<file path="src/rtl/ar429_pkg.sv">
// Shared types and constants for the ARINC-429-style receiver slice.
package ar429_pkg;

    typedef enum logic [1:0] {
        SYNC = 2'd0,
        IDLE = 2'd1,
        RECV = 2'd2
    } ar_state_e;

    localparam int ERR_PAR       = 0;
    localparam int ERR_RAIL      = 1;
    localparam int LABEL_BITS    = 8;
    localparam int DEF_WORD_BITS = 32;

endpackage

</file>
<file path="src/rtl/ar_rx_sync.sv">
// Per-rail input synchroniser with activity, rise and fall detection on the combined line.
module ar_rx_sync #(
    parameter int SYNC_STAGES = 2
)(
    input  logic clk,
    input  logic rst,
    input  logic inp0,
    input  logic inp1,
    output logic s0_o,
    output logic s1_o,
    output logic act_o,
    output logic rise_o,
    output logic fall_o
);

    logic [SYNC_STAGES-1:0] r0_q;
    logic [SYNC_STAGES-1:0] r1_q;
    logic                   act_dly_q;

    // NOTE: sequential state uses non-blocking assignments so every flop samples pre-edge values.
    always_ff @(posedge clk) begin
        if (rst) begin
            r0_q      <= '0;
            r1_q      <= '0;
            act_dly_q <= 1'b0;
        end else begin
            r0_q      <= {r0_q[SYNC_STAGES-2:0], inp0};
            r1_q      <= {r1_q[SYNC_STAGES-2:0], inp1};
            act_dly_q <= act_o;
        end
    end

    assign s0_o   = r0_q[SYNC_STAGES-1];
    assign s1_o   = r1_q[SYNC_STAGES-1];
    assign act_o  = s0_o | s1_o;
    assign rise_o = act_o & ~act_dly_q;
    assign fall_o = ~act_o & act_dly_q;

endmodule

</file>
<file path="src/rtl/ar_rxd_sync.sv">
// Synchronous bipolar RZ word receiver: rate measurement, gap framing, parity/rail checks, holding register.
// Optional label filter enabled by defining AR_RXD_LABEL_FILTER_EN.
module ar_rxd_sync
    import ar429_pkg::*;
#(
    parameter int WORD_BITS   = DEF_WORD_BITS,
    parameter int SYNC_STAGES = 2,
    parameter int CNT_W       = 24,
    parameter int GAP_SHIFT   = 2,
    parameter int INIT_HBIT   = 50
)(
    input  logic                  clk,
    input  logic                  rst,
    input  logic                  inp0,
    input  logic                  inp1,
`ifdef AR_RXD_LABEL_FILTER_EN
    input  logic [255:0]          i_lbl_en,
`endif
    output logic [LABEL_BITS-1:0] o_label,
    output logic [WORD_BITS-10:0] o_data,
    output logic [1:0]            o_err,
    output logic                  o_valid,
    input  logic                  i_ready,
    output logic                  o_frm_err,
    output logic                  o_ovr,
    output logic [CNT_W-1:0]      o_hbit
);

    localparam int DATA_W = WORD_BITS - 9;
    localparam int BC_W   = $clog2(WORD_BITS + 3);
    localparam logic [BC_W-1:0] BC_LBL  = BC_W'(LABEL_BITS);
    localparam logic [BC_W-1:0] BC_DATA = BC_W'(WORD_BITS - 1);
    localparam logic [BC_W-1:0] BC_WORD = BC_W'(WORD_BITS);
    localparam logic [BC_W-1:0] BC_SAT  = BC_W'(WORD_BITS + 1);

    logic s0, s1, act, rise, fall;

    ar_rx_sync #(.SYNC_STAGES(SYNC_STAGES)) u_sync (
        .clk    (clk),
        .rst    (rst),
        .inp0   (inp0),
        .inp1   (inp1),
        .s0_o   (s0),
        .s1_o   (s1),
        .act_o  (act),
        .rise_o (rise),
        .fall_o (fall)
    );

    function automatic logic [CNT_W-1:0] sat_inc(input logic [CNT_W-1:0] v);
        return (&v) ? v : v + CNT_W'(1);
    endfunction

    logic [CNT_W-1:0] hi_cnt_q, hbit_q, gap_cnt_q;
    logic [CNT_W-1:0] hi_cnt_d, gap_cnt_d, gap_thr;
    logic             gap_hit;

    assign hi_cnt_d  = act ? sat_inc(hi_cnt_q) : CNT_W'(1);
    assign gap_cnt_d = act ? '0 : sat_inc(gap_cnt_q);
    assign gap_thr   = hbit_q << GAP_SHIFT;
    // A saturated gap counter must not re-fire every clock.
    assign gap_hit   = (gap_cnt_q == gap_thr) && !(&gap_cnt_q);

    // hi_cnt has already stepped once past the last high clock when fall is seen.
    always_ff @(posedge clk) begin
        if (rst) begin
            hi_cnt_q  <= CNT_W'(1);
            hbit_q    <= CNT_W'(INIT_HBIT);
            gap_cnt_q <= '0;
        end else begin
            hi_cnt_q  <= hi_cnt_d;
            gap_cnt_q <= gap_cnt_d;
            if (fall) hbit_q <= hi_cnt_q - CNT_W'(1);
        end
    end

    ar_state_e state_q, state_d;
    logic [BC_W-1:0] bit_cnt_q;
    logic take_first, take_next, word_end, finish, frm_set;

    always_ff @(posedge clk) begin
        if (rst) state_q <= SYNC;
        else     state_q <= state_d;
    end

    // NOTE: every always_comb output gets a default first so no latch is inferred.
    always_comb begin
        state_d = state_q;
        case (state_q)
            SYNC:    if (gap_hit) state_d = IDLE;
            IDLE:    if (rise)    state_d = RECV;
            RECV:    if (gap_hit) state_d = IDLE;
            default: state_d = SYNC;
        endcase
    end

    always_comb begin
        take_first = 1'b0;
        take_next  = 1'b0;
        word_end   = 1'b0;
        case (state_q)
            IDLE:    take_first = rise;
            RECV: begin
                word_end  = gap_hit;
                take_next = rise & ~gap_hit;
            end
            default: ;
        endcase
    end

    assign finish  = word_end & (bit_cnt_q == BC_WORD);
    assign frm_set = word_end & (bit_cnt_q != BC_WORD);

    logic [BC_W-1:0]       bit_n;
    logic [LABEL_BITS-1:0] label_q;
    logic [DATA_W-1:0]     data_q;
    logic                  par_q, rail_q;

    assign bit_n = take_first ? BC_W'(1) : bit_cnt_q + BC_W'(1);

    always_ff @(posedge clk) begin
        if (rst) begin
            bit_cnt_q <= '0;
            label_q   <= '0;
            data_q    <= '0;
            par_q     <= 1'b0;
            rail_q    <= 1'b0;
        end else if (take_first || take_next) begin
            if (take_first) begin
                bit_cnt_q <= BC_W'(1);
                rail_q    <= s1 & s0;
            end else begin
                if (bit_cnt_q != BC_SAT) bit_cnt_q <= bit_cnt_q + BC_W'(1);
                rail_q <= rail_q | (s1 & s0);
            end
            if (bit_n <= BC_LBL)       label_q <= {label_q[LABEL_BITS-2:0], s1};
            else if (bit_n <= BC_DATA) data_q  <= {s1, data_q[DATA_W-1:1]};
            else if (bit_n == BC_WORD) par_q   <= s1;
        end
    end

    logic       lbl_pass, load, drop;
    logic [1:0] word_err;

`ifdef AR_RXD_LABEL_FILTER_EN
    assign lbl_pass = i_lbl_en[label_q];
`else
    assign lbl_pass = 1'b1;
`endif

    always_comb begin
        word_err           = '0;
        word_err[ERR_RAIL] = rail_q;
        word_err[ERR_PAR]  = ~^{label_q, data_q, par_q};
    end

    assign load = finish & lbl_pass & (~o_valid | i_ready);
    assign drop = finish & lbl_pass & o_valid & ~i_ready;

    logic [LABEL_BITS-1:0] hold_label_q;
    logic [DATA_W-1:0]     hold_data_q;
    logic [1:0]            hold_err_q;
    logic                  valid_q, frm_q, ovr_q;

    always_ff @(posedge clk) begin
        if (rst) begin
            hold_label_q <= '0;
            hold_data_q  <= '0;
            hold_err_q   <= '0;
            valid_q      <= 1'b0;
            frm_q        <= 1'b0;
            ovr_q        <= 1'b0;
        end else begin
            frm_q <= frm_set;
            if (load) begin
                hold_label_q <= label_q;
                hold_data_q  <= data_q;
                hold_err_q   <= word_err;
                valid_q      <= 1'b1;
            end else if (valid_q && i_ready) begin
                valid_q <= 1'b0;
            end
            if (drop) ovr_q <= 1'b1;
        end
    end

    assign o_label   = hold_label_q;
    assign o_data    = hold_data_q;
    assign o_err     = hold_err_q;
    assign o_valid   = valid_q;
    assign o_frm_err = frm_q;
    assign o_ovr     = ovr_q;
    assign o_hbit    = hbit_q;

endmodule

</file>
<file path="config.mk">
export PLATFORM = sky130hd
export DESIGN_NAME = ar_rxd_sync
export DESIGN_NICKNAME = d
export VERILOG_FILES = /design/src/rtl/ar429_pkg.sv /design/src/rtl/ar_rx_sync.sv /design/src/rtl/ar_rxd_sync.sv
export SDC_FILE = /design/constraint.sdc
export NUM_CORES = 1
export LEC_CHECK = 0
export CAP_MARGIN = 15
export CORE_ASPECT_RATIO = 1.25
export CORE_MARGIN = 1
export CORE_UTILIZATION = 52
export CTS_CLUSTER_SIZE = 14
export DETAILED_ROUTE_END_ITERATION = 6
export GPL_TIMING_DRIVEN = 0
export PLACE_DENSITY = 0.75
export SLEW_MARGIN = 20
export SYNTH_ARGS = -nofsm -noshare
export SYNTH_HDL_FRONTEND = slang
export SYNTH_SLANG_ARGS = --single-unit
</file>
<file path="constraint.sdc">
create_clock -name clk -period 2.6 [get_ports clk]
set_clock_uncertainty 0.05 [all_clocks]
set_input_delay 0.52 -clock clk [delete_from_list [all_inputs] [get_ports clk]]
set_output_delay 0.52 -clock clk [all_outputs]
set_load 0.05 [all_outputs]
</file>
### Word level (Yosys, flattened, before mapping)

Index checks and enable logic that the tools add are counted.

* bits in registers: 154
* bits of input ports: 5
* output and inout port bits: 60
* logic and storage cells: 82

* add/subtract/negate cells: 4
* $lt $le $gt $ge: 2
* eq/ne operators: 9
* muxes and demuxes: 12
* bitwise operators: 19
* reduce and logical (&&, ||, !) cells: 18

Operators with widths (number)
* 24-bit by 1-bit adder with 24-bit output, second input constant: 2
* 24-bit AND reduction: 2
* 32-bit XNOR reduction: 1
* 24-bit == test: 1
* 24-bit by 1-bit subtractor with 24-bit output, second input constant: 1
* 6-bit two-way mux: 3
* 6-bit == test, second input constant: 2
* 6-bit != test, second input constant: 2
* 1-bit AND: 9
* 1-bit inverter: 7
* 6-bit by 1-bit adder with 6-bit output, second input constant: 1
* 6-bit by 4-bit <= comparator with 1-bit output, second input constant: 1
* 6-bit by 5-bit <= comparator with 1-bit output, second input constant: 1
* 1-bit two-way mux: 6
* 2-bit AND reduction: 3
* 2-bit OR reduction: 3
* 2-bit two-way mux: 2
* 2-bit case mux with 2 select lines: 1
* 4-bit AND reduction: 1
* 2-bit nonzero test: 2
* 1-bit OR: 3
* 3-bit AND reduction: 1
* 2-bit by 1-bit == test with 1-bit output, second input constant: 1
* 2-bit == test, second input constant: 1
* 6 further kinds: 7

### Longest topological paths before layout

* word-level depth: 8
* mapped depth: 11
* gate-level depth less buffers: 8

### By module

Synthesis repeated with hierarchy kept, for this count alone.

* cell total of the unflattened synthesis: 880
* area total of the unflattened synthesis: 7468.4 µm²

By module, submodules not included
* ar_rxd_sync: times used 1, cells each 867, area an instance 7309.5 µm², sequential area each 2982.9 µm²
* ar_rx_sync: times used 1, cells each 13, area an instance 158.9 µm², sequential area each 100.1 µm²

### Worst setup path after synthesis

Ideal clock, no wire load.

* path type: reg2reg
* start: register bit_cnt_q[0]
* end: register data_q[10]
* library setup time: 70 ps
* arrival: 2582 ps
* data required time: 2480 ps
* path slack: -102 ps
* stages on the path, launching flop included: 12
* buffers on the path: 3
* period minus slack after synthesis: 2702 ps
* cells stage by stage: dfxtp_1 clkbuf_1 inv_1 ha_1 nand2b_1 a21oi_1 o41ai_1 and3_1 clkbuf_1 clkbuf_1 nand3_1 a21oi_1

* word-level cells in the longest chain between the ends: 5
* elaborated cells between the ends (all ways): 6
* classes of those cells: 1 x add/sub; 2 x order compare; 1 x mux; 1 x bitwise; 1 x reduce/logical

RTL lines
* start: declaration: line ar_rxd_sync.sv:78 `logic [BC_W-1:0] bit_cnt_q;`
* start signal: assignment: line ar_rxd_sync.sv:133 `if (bit_cnt_q != BC_SAT) bit_cnt_q <= bit_cnt_q + BC_W'(1);`
* 6-bit by 1-bit adder with 6-bit output *: line ar_rxd_sync.sv:119 `assign bit_n = take_first ? BC_W'(1) : bit_cnt_q + BC_W'(1);`
* 6-bit two-way mux *: line ar_rxd_sync.sv:119
* 6-bit by 4-bit <= comparator with 1-bit output: line ar_rxd_sync.sv:136 `if (bit_n <= BC_LBL) label_q <= {label_q[LABEL_BITS-2:0], s1};`
* 1-bit inverter (no source line)
* 3-bit AND reduction (no source line) *
* end signal: assignment: line ar_rxd_sync.sv:137 `else if (bit_n <= BC_DATA) data_q <= {s1, data_q[DATA_W-1:1]};`
* end: declaration: line ar_rxd_sync.sv:116 `logic [DATA_W-1:0] data_q;`

Mark *: on every way between the ends. The rest lies on a longest branch, timed or not.
A chain may end at the register's enable or synchronous reset.

### Worst setup path in the final report

* start: register hi_cnt_q[7]
* end: register hbit_q[21], in the netlist o_hbit[21]

* word-level cells in the longest chain between the ends: 1

RTL lines
* start: declaration: line ar_rxd_sync.sv:54 `logic [CNT_W-1:0] hi_cnt_q, hbit_q, gap_cnt_q;`
* start signal: assignment: line ar_rxd_sync.sv:71 `hi_cnt_q <= hi_cnt_d;`
* 24-bit by 1-bit subtractor with 24-bit output: line ar_rxd_sync.sv:73 `if (fall) hbit_q <= hi_cnt_q - CNT_W'(1);`
* end signal: assignment: line ar_rxd_sync.sv:68 `hbit_q <= CNT_W'(INIT_HBIT);`
* end signal: assignment: line ar_rxd_sync.sv:73
* end: declaration: line ar_rxd_sync.sv:54

No other way between the ends.

==> results.tsv <==
stage	metric	value	unit
yosys	number of synthesized register bits	154	
clock_network	clock root cell	clkbuf_16	
yosys	Syn Area/Cell	8.75	um^2
yosys	mux share of post-synthesis cell area	5.73	%
cells_and_area	fraction of layout cells with a size suffix above 1	9.67	%
worst_setup_path	WP buf/inv	0	
sta	Setup violations, final	0	
worst_setup_path	critical path's slowest cell	or4_4	
yosys	simple-gate share of the synthesized area	23.3	%
yosys	Syn Nets	850	
yosys	Adder-Cell Fraction of Synth Area	1.19	%
yosys	Distinct cells, synth	55	
drt	Routed WL	18200	um
yosys	Synth Area in XOR/XNOR	13.7	%
worst_setup_path	Top delay family on crit path	simple AND/OR/NAND/NOR gates	
yosys	Compound-Gate Fraction of Synth Area	10.0	%
yosys	Synth area leaders	dfxtp_1 42%, xnor2_1 9.2%, nor2_1 6.3%, mux2i_1 5.7%, xor2_1 4.5%	
worst_setup_path	crit-path max cell delay	0.55	ns
yosys	Main synth FF type	dfxtp_1	
yosys	number of synthesized flops with an enable pin	0	
yosys	combinational family with the most area after synthesis	simple AND/OR/NAND/NOR gates	
drt	DR pass1 iterations	4	
drt	initial drt markers	335	
yosys	YS warnings	0	
yosys	top cell type's share of synthesized area	42.1	%
power	PwrDens	578	nW/um^2
place	port bufs	64	
place	DP Wirelength	12800	um
sta	worst rel slew slack	47.4	%
cells_and_area	area grow syn2layout	23.6	%
global_routing	gr usage total	25.5	%
worst_setup_path	cell breakdown of the critical path	or3_4 -> or4_4 -> or4_4 -> or3_1 -> xor2_1 -> a211oi_2	
global_routing	pin count of the biggest net entering global routing	17	
clock_network	CTS sink cnt	154	
drt	Routed Antenna Nets	0	
floorplanning	row count	48	
clock_network	TritonCTS buffer count	17	
worst_hold_path	Hold WC Path Type	reg2reg	
sta	Worst-Margin Slew	0.789	ns
drt	vias per cell	5.64	
worst_setup_path	Worst Path Arrival	2.84	ns
flow_run	maxcap violations	0	
global_routing	grt ovf	0	
floorplanning	die width	108	um
yosys	most frequent cell after synthesis	dfxtp_1	
status	status	finished, final reports clean	
sta	Hold Vio Cnt, Final	0	
worst_setup_path	crit end category	flop	
yosys	area leader, netlist	dfxtp_1	
drt	post-DR wirelength/cell	16.3	um
drt	Post-route DRC	0	
cells_and_area	fillcell total	1142	
global_routing	vias in the first global route	5898	
worst_setup_path	critical path's most frequent cell	or4_4	
yosys	register area share after synthesis	42.1	%
yosys	post-synthesis cell count	838	
sta	hold_ws	0.395	ns
sta	fmax	394	MHz
clock_network	htree depth	4	
clock_network	Clock transition at path regs	0.06	ns
place	dpl ws	-0.679	ns
floorplanning	Die ar.	14600	um^2
sta	TNS Setup	0	ns
floorplanning	Initial Utilization	53.1	%
sta	minimum clock period	2.54	ns
worst_setup_path	Worst Path Class, Setup	reg2reg	
power	worst vdd ir	0.411	mV
cells_and_area	Ant. Diodes	0	
worst_setup_path	Critical Path Fanout Max	4	
power	leak pwr	3.35	nW
global_routing	initial antenna violation count	0	
floorplanning	# IOs	65	
yosys	asr flop ratio synth	0	%
sta	final worst slack	0.0646	ns
worst_setup_path	Worst EP required	2.90	ns
floorplanning	Core ar.	13800	um^2
clock_network	worst skew pair latency	0.43	ns
yosys	top cells by count, synth	154 x dfxtp_1, 124 x nor2_1, 77 x xnor2_1, 51 x clkbuf_1, 49 x nand3_1	
sta	RSZ-0062 raised after global routing	true	
clock_network	clock buffer depth	2	
cells_and_area	Layout Utilization	65.6	%
clock_network	CTS tree	done	
sta	final worst-path cycle share	97.5	%
yosys	Post-Syn Area	7330	um^2
sta	Slew Limit Fails	0	
floorplanning	die height	135	um
worst_setup_path	Setup crit start kind	flop	
cells_and_area	fin nets	940	
global_routing	first-pass GRT wire length	28600	um
drt	vias	6298	
place	GPL Wtd Cong	0.984	
[tightest hold or removal path, cell delays in order (launching register included)]
cell and delay, ns:
dfxtp_1 0.31, inv_1 0.05, a21oi_1 0.04
[metal layers]
metal	vias to the layer above	global-route usage, %	share of wire [%]
met5	-	0	0
met4	0	15.4	4.4
met3	60	4.54	3.7
met2	175	45.2	51
met1	2954	28.1	41
li1	3109	-	-
[registers in the layout (all words and copies together) (netlist names)]
signal	cells
hi_cnt_q	24
o_hbit	24
state_q	2
data_q	23
par_q	1
o_err	2
bit_cnt_q	6
u_sync.r1_q	2
o_valid	1
gap_cnt_q	24
o_frm_err	1
u_sync.act_dly_q	1
o_data	23
rail_q	1
o_label	8
o_ovr	1
label_q	8
u_sync.r0_q	2
[cells by family (layout without fill, tap and decap cells)]
family / after synthesis / after routing
flip-flops: 154 / 154
adder cells (fa/ha/maj): 7 / 7
XOR/XNOR: 115 / 115
multiplexers: 42 / 42
AND/OR/NAND/NOR: 334 / 334
AO/OA/AOI/OAI: 114 / 114
buffers and inverters: 72 / 175
[timing repair]
| item | 4_1_cts | 5_1_grt |
|---|---|---|
| buffers inserted | 8 | 4 |
| resized for setup | 28 | 39 |
| endpoints found under the setup margin | 87 | 59 |
| pin swaps | 7 | 8 |
| cloned | 0 | 2 |
| hold buffers | 0 | 0 |
[power by group]
part / leakage, nW / switching [mW] / internal [mW]
combinational: 1.83 / 0.221 / 0.117
sequential: 1.25 / 0.0364 / 2.39
clock: 0.280 / 0.974 / 1.50
total: 3.35 / 1.23 / 4.01
[cell usage in the layout, fill, tap and decap left out, types with 5 or more instances in the layout]
cell | synthesis | final
buf_4 | 0 | 16
clkbuf_1 | 51 | 39
nand2b_1 | 12 | 12
or3_1 | 12 | 12
dfxtp_1 | 154 | 151
clkdlybuf4s50_1 | 0 | 64
nor4_1 | 14 | 10
nand2_1 | 34 | 34
and3_1 | 16 | 14
xor2_1 | 38 | 38
or4_1 | 6 | 6
nor2b_1 | 5 | 5
xnor2_1 | 77 | 77
o31ai_1 | 5 | 5
ha_1 | 7 | 6
a21oi_1 | 37 | 37
nand4_1 | 22 | 22
mux2i_1 | 42 | 42
clkbuf_2 | 0 | 5
and4_1 | 8 | 8
a211oi_1 | 19 | 19
o21ai_0 | 28 | 27
inv_1 | 13 | 13
nand3_1 | 49 | 47
nor2_1 | 124 | 124
clkbuf_16 | 0 | 17
nor3_1 | 12 | 10
[final timing paths]
path | startpoint | to | slack, ns | depth (start not counted)
max | hi_cnt_q[7] | o_hbit[21] | 0.06 | 6
min | o_ovr | o_ovr | 0.39 | 2
max reg2reg | hi_cnt_q[7] | o_hbit[21] | 0.06 | 6
min reg2reg | o_ovr | o_ovr | 0.39 | 2
[cell type report]
| cell class | instances | area [um^2] | share of cell area, % |
|---|---|---|---|
| Timing Repair Buffer | 78 | 741 | 8.18 |
| Inverter | 13 | 48.8 | 0.539 |
| Clock buffer | 20 | 437 | 4.82 |
| Multi-Input combinational cell | 612 | 4130 | 45.6 |
| Buffer | 52 | 245 | 2.71 |
| Sequential cell | 154 | 3090 | 34.1 |
| Clock inverter | 12 | 150 | 1.66 |
| Tap cell | 175 | 219 | 2.42 |
[metrics by stage]
step                      instances  cell area, um^2  total power [mW]
after floorplan                 838             7340              2.69
after global placement         1077             8200              2.79
after detailed placement       1077             8200              2.80
after CTS                      1112             8930              5.25
after global routing           1116             9060              5.39
final                          1116             9060              5.24
Note: power is estimated with default switching activity, not from simulation.
